===== config.mk =====
export PLATFORM = sky130hd
export DESIGN_NAME = prog_loader_flat
export DESIGN_NICKNAME = d
export VERILOG_FILES = /design/src/rtl/prog_loader_if.sv /design/src/rtl/prog_loader.sv /design/src/flat_wrapper.sv
export SDC_FILE = /design/constraint.sdc
export NUM_CORES = 1
export LEC_CHECK = 0
export CAP_MARGIN = 20
export CORE_MARGIN = 2
export CORE_UTILIZATION = 40
export DETAILED_ROUTE_END_ITERATION = 8
export MAX_ROUTING_LAYER = met4
export PLACE_DENSITY = 0.69
export SYNTH_ARGS = -nofsm -noshare
export SYNTH_HDL_FRONTEND = slang
export SYNTH_SLANG_ARGS = --single-unit

===== constraint.sdc =====
create_clock -name clk -period 2.3 [get_ports clk]
set_clock_uncertainty 0.05 [all_clocks]
set_input_delay 0.23 -clock clk [delete_from_list [all_inputs] [get_ports clk]]
set_output_delay 0.23 -clock clk [all_outputs]
set_load 0.1 [all_outputs]

===== src/rtl/prog_loader_if.sv =====
// Host-link byte stream, instruction-memory write port and session status of the program loader.
`timescale 1ns/1ps
interface prog_loader_if;
    logic       start;
    logic       in_valid;
    logic [7:0] in_data;
    logic       in_ready;
    logic       mem_we;
    logic [7:0] mem_addr;
    logic [7:0] mem_wdata;
    logic       cpu_hold;
    logic       busy;
    logic       done;
    logic       err;

    modport slave (
        input  start, in_valid, in_data,
        output in_ready, mem_we, mem_addr, mem_wdata, cpu_hold, busy, done, err
    );

    modport master (
        output start, in_valid, in_data,
        input  in_ready, mem_we, mem_addr, mem_wdata, cpu_hold, busy, done, err
    );
endinterface


===== src/rtl/prog_loader.sv =====
// Framed byte-stream program loader: SYNC, LEN, payload, CHK; writes payload into
// instruction memory and holds the CPU in reset until a frame verifies.
`timescale 1ns/1ps
module prog_loader #(
    parameter int         TIMEOUT   = 1024,
    parameter logic [7:0] SYNC_BYTE = 8'hA5
) (
    input  logic          clk,
    input  logic          reset,
    prog_loader_if.slave  bus
);
    localparam int IW = $clog2(TIMEOUT + 1);

    typedef enum logic [2:0] {IDLE, SYNC, LEN, DATA, CHK, DONE, ERR} state_t;

    state_t          state_q, state_d;
    logic [7:0]      len_q, len_d;
    logic [7:0]      sum_q, sum_d;
    logic [7:0]      idx_q, idx_d;
    logic [IW-1:0]   idle_q, idle_d;
    logic            we_q, we_d;
    logic [7:0]      addr_q, addr_d;
    logic [7:0]      wdata_q, wdata_d;
    logic            active;
    logic            accept;
    logic [7:0]      sum_next;

    assign active   = (state_q == SYNC) || (state_q == LEN) ||
                      (state_q == DATA) || (state_q == CHK);
    assign accept   = active && bus.in_valid;
    assign sum_next = sum_q + bus.in_data;

    always_comb begin
        state_d = state_q;
        len_d   = len_q;
        sum_d   = sum_q;
        idx_d   = idx_q;
        idle_d  = idle_q;
        we_d    = 1'b0;
        addr_d  = addr_q;
        wdata_d = wdata_q;

        case (state_q)
            IDLE, DONE, ERR: begin
                if (bus.start) begin
                    state_d = SYNC;
                    idx_d   = 8'd0;
                    sum_d   = 8'd0;
                    idle_d  = '0;
                end
            end
            SYNC: begin
                if (accept && (bus.in_data == SYNC_BYTE)) begin
                    state_d = LEN;
                end
            end
            LEN: begin
                if (accept) begin
                    if (bus.in_data == 8'd0) begin
                        state_d = ERR;
                    end else begin
                        len_d   = bus.in_data;
                        state_d = DATA;
                    end
                end
            end
            DATA: begin
                if (accept) begin
                    we_d    = 1'b1;
                    addr_d  = idx_q;
                    wdata_d = bus.in_data;
                    sum_d   = sum_next;
                    idx_d   = idx_q + 8'd1;
                    if (idx_q == len_q - 8'd1) begin
                        state_d = CHK;
                    end
                end
            end
            CHK: begin
                if (accept) begin
                    state_d = (sum_next == 8'd0) ? DONE : ERR;
                end
            end
            default: state_d = IDLE;
        endcase

        // Inter-byte watchdog; SYNC may wait for the host indefinitely.
        if ((state_q == LEN) || (state_q == DATA) || (state_q == CHK)) begin
            if (accept) begin
                idle_d = '0;
            end else if (idle_q == IW'(TIMEOUT - 1)) begin
                state_d = ERR;
            end else begin
                idle_d = idle_q + 1'b1;
            end
        end
    end

    always_ff @(posedge clk or negedge reset) begin
        if (!reset) begin
            state_q <= IDLE;
            idx_q   <= 8'd0;
            idle_q  <= '0;
            we_q    <= 1'b0;
            addr_q  <= 8'd0;
            wdata_q <= 8'd0;
        end else begin
            state_q <= state_d;
            idx_q   <= idx_d;
            idle_q  <= idle_d;
            we_q    <= we_d;
            addr_q  <= addr_d;
            wdata_q <= wdata_d;
        end
    end

    // Length and running sum are reinitialised by every start, so they need no reset.
    always_ff @(posedge clk) begin
        len_q <= len_d;
        sum_q <= sum_d;
    end

    assign bus.in_ready  = active;
    assign bus.busy      = active;
    assign bus.done      = (state_q == DONE);
    assign bus.err       = (state_q == ERR);
    assign bus.cpu_hold  = (state_q != DONE);
    assign bus.mem_we    = we_q;
    assign bus.mem_addr  = addr_q;
    assign bus.mem_wdata = wdata_q;
endmodule


===== src/flat_wrapper.sv =====
// flat-port wrapper written by rule: the top's interface ports become plain ports
module prog_loader_flat 
#(
    parameter int         TIMEOUT   = 1024,
    parameter logic [7:0] SYNC_BYTE = 8'hA5
)
  (clk, reset, bus_start, bus_in_valid, bus_in_data, bus_in_ready, bus_mem_we, bus_mem_addr, bus_mem_wdata, bus_cpu_hold, bus_busy, bus_done, bus_err);
  prog_loader_if bus_i ();
  input  logic clk;
  input  logic reset;
  input wire logic [$bits(bus_i.start)-1:0] bus_start;
  input wire logic [$bits(bus_i.in_valid)-1:0] bus_in_valid;
  input wire logic [$bits(bus_i.in_data)-1:0] bus_in_data;
  output wire logic [$bits(bus_i.in_ready)-1:0] bus_in_ready;
  output wire logic [$bits(bus_i.mem_we)-1:0] bus_mem_we;
  output wire logic [$bits(bus_i.mem_addr)-1:0] bus_mem_addr;
  output wire logic [$bits(bus_i.mem_wdata)-1:0] bus_mem_wdata;
  output wire logic [$bits(bus_i.cpu_hold)-1:0] bus_cpu_hold;
  output wire logic [$bits(bus_i.busy)-1:0] bus_busy;
  output wire logic [$bits(bus_i.done)-1:0] bus_done;
  output wire logic [$bits(bus_i.err)-1:0] bus_err;
  assign bus_i.start = bus_start;
  assign bus_i.in_valid = bus_in_valid;
  assign bus_i.in_data = bus_in_data;
  assign bus_in_ready = bus_i.in_ready;
  assign bus_mem_we = bus_i.mem_we;
  assign bus_mem_addr = bus_i.mem_addr;
  assign bus_mem_wdata = bus_i.mem_wdata;
  assign bus_cpu_hold = bus_i.cpu_hold;
  assign bus_busy = bus_i.busy;
  assign bus_done = bus_i.done;
  assign bus_err = bus_i.err;
  prog_loader #(.TIMEOUT(TIMEOUT), .SYNC_BYTE(SYNC_BYTE)) u_core (.clk(clk), .reset(reset), .bus(bus_i));
endmodule

==> impl_metrics.toml <==
[power_and_ir_drop]
ir_drop_v = 0.000421
p_leak_nw = 1.80
power_density_nw_per_um2 = 1270
finalPower_w = 0.00516

[layout]
finalInstanceArea_um2 = 4050
drive_above_1_share_pct = 20.7
syn_to_final_growth_pct = 26.2
diodes = 0
stdcell_count = 527
postLayoutCoreUtil_pct = 52.2
nFillCells = 698
finalNetCount = 447

[yosys]
syn_area_um2 = 3210
synth_cell_types = 59
synthCells = 357
yosys_warnings = 0
synth_top_area_share_pct = 30.4
syn_area_per_cell_um2 = 8.99
ys_seq_area_share_pct = 45.4
synth_area_leaders = "dfrtp_1, edfxtp_1, nand2_1, nor2_1, ha_1"
yosysTopAreaCell = "dfrtp_1"
ys.flop_type = "dfrtp_1"
synth_fp_nets = 380
synth_edf_count = 16
synth-seq-cells = 55
async_flop_share_pct = 70.9

[route]
drc = 0
dr.pass1.iters = 4
vias = 2850
viasPerCell = 5.41
drt_iter0_markers = 137
finalWirelength_mm = 7.81
drtAntennaViolNets = 0
wl_per_cell_um = 14.8

[global_route]
grt_first_pass_wirelength_mm = 13.2
grt_max_degree = 40
track_usage_pct = 19.3
grt_pass1_vias = 2700
grt_overflow = 0
antenna_found_initial = 0

[place]
place_congestion = 0.879
post-dp-hpwl_mm = 5.80
placed_area_um2 = 3890
io_buffer_count = 33
dp.cells = 518
place_ws_ns = -0.355

[die]
fp.dieW_um = 93.6
core_area_um2 = 7770
die_h_um = 93.6
rows = 32
start_util_pct = 41.3
ioPinCount = 34
fp.dieArea_um2 = 8760

[clock_network]
clock_path_buffers = 2
cts_tree = "built"
cts_root_buf = "clkbuf_8"
clock_sinks = 55
clk_pin_slew_ns = 0.10
numCtsBuffers = 5
htree_levels = 2
insertion_delay_ns = 0.31

[timing]
period_minus_slack_ns = 2.26
final-setup-viol-count = 0
finalMaxSlewViolations = 0
whs_ns = -0.0261
setup_ws_ns = 0.0385
clock.fmax_mhz = 442
fin_crit_sh_pct = 98.3
hold_viol_final = 35
relSlewSlack_pct = 41.8
rsz0062_at_grt = "yes"
worst_slew_pin_slew_ns = 0.873

[hold_path]
hp-class = "input pin to asynchronous set/reset pin"

[worst_setup_path]
worst-path-max-fanout = 3
cp-end-kind = "register"
reg2reg_depth = 8
worstPathArrival_ns = 2.41
critPathRequiredTime_ns = 2.45
worstSetupPathType = "input pin to register"
start_kind = "input pin"

[job]
cap_violations = 0

[outcome]
status = "finished, violations left"
violations = "hold timing"
Yosys cell counts (3+ instances only):
cell type,count
and2_1,3
nand3_1,11
edfxtp_1,16
o21ai_0,15
clkbuf_1,9
nand2_1,72
o22ai_1,4
nand4_1,6
dfrtp_1,39
or3_1,4
nor2b_1,3
a21oi_1,16
xor2_1,10
ha_1,10
nor2_1,36
inv_1,12
a211oi_1,3
nor3b_1,6
nand3b_1,5
nor4_1,4
nand2b_1,5
and3_1,7
nor3_1,8
buf_2,3
xnor2_1,10
path summary, 6_finish.rpt:
check	start	end	slack, ns
max	bus_in_data[0]	u_core.state_q[1]	0.04
min	reset	u_core.bus.mem_wdata[2]	-0.03
max reg2reg	u_core.len_q[1]	u_core.state_q[1]	0.05
min reg2reg	u_core.bus.mem_addr[6]	u_core.bus.mem_addr[6]	0.44
max in group asynchronous	reset	u_core.state_q[0]	1.66
min in group clk	u_core.bus.mem_addr[6]	u_core.bus.mem_addr[6]	0.44
worst max-delay path, cell delays in order:
cell and delay (ns):
clkdlybuf4s50_1 0.48, ha_2 0.18, inv_1 0.05, fa_2 0.35, nand2b_4 0.17, a21oi_4 0.16
nor4_1 0.06, a311oi_1 0.28, buf_4 0.17, nand4bb_1 0.09, a21o_1 0.19
report_power, final:
group	leakage (nW)	internal (W)	switching (W)
combinational	1.07	0.000974	0.00202
sequential	0.668	0.00131	0.000202
clock	0.0557	0.000327	0.000323
layout make-up:
class,instances,area [µm²],area share (%)
Tap cell,102,128,3.15
Multi-Input combinational cell,275,1690,41.7
Clock buffer,6,72.6,1.79
Clock inverter,2,36.3,0.896
Timing Repair Buffer,74,616,15.2
Sequential cell,55,1460,35.9
Inverter,13,52.6,1.30
kinds of logic (layout without fill, tap and decap cells):
group           after synthesis  in the layout  share of synthesized area, %
simple gates                179            179                          26.9
compound gates               64             64                          14.0
flops                        55             55                          45.4
buf+inv                      27             95                          3.43
xor+xnor                     20             20                          5.46
fa+ha+maj                    11             11                          4.52
mux                           1              1                         0.312
state kept, by name, summed over array words and instances, names as in the netlist:
name	count
u_core.bus.mem_addr	8
u_core.bus.mem_wdata	8
u_core.bus.mem_we	1
u_core.idle_q	11
u_core.idx_q	8
u_core.len_q	8
u_core.state_q	3
u_core.sum_q	8
routing by layer:
layer / up-vias / wire [µm] / global-route usage [%]
met2: 73 / 3870 / 30.9
li1: 1397 / - / -
met3: 7 / 278 / 2.34
met4: 0 / 75 / 4.95
met5: - / 0 / -
met1: 1373 / 3590 / 26.2
repair_timing:
action / 4_1_cts / 5_1_grt
gates resized for setup: 0 / 9
pin swaps: 1 / 2
hold buffers: 0 / 0
gates cloned: 0 / 0
setup endpoints to repair: 1 / 18
setup buffers: 0 / 1
stage by stage:
step                TNS [ns]  hold WS (ns)
global placement      -0.634         0.357
CTS                        0        0.0233
global route         -0.0871        0.0624
detailed placement    -0.889         0.359
finish                     0       -0.0261
floorplan                  0        -0.116
placed cells by master (no fill, tap or decap), types with 6 or more instances in the layout:
cell type and n:
ha_1 9, nand4_1 6, nand2_1 70, and3_1 7
dfrtp_1 39, a21oi_1 15, nor3b_1 6, xor2_1 10
inv_1 11, clkdlybuf4s50_1 10, nand3_1 11, edfxtp_1 16
nor2_1 35, nor3_1 8, buf_4 60, o21ai_0 15
xnor2_1 10
No activity file was read; power rests on OpenSTA's default activity.
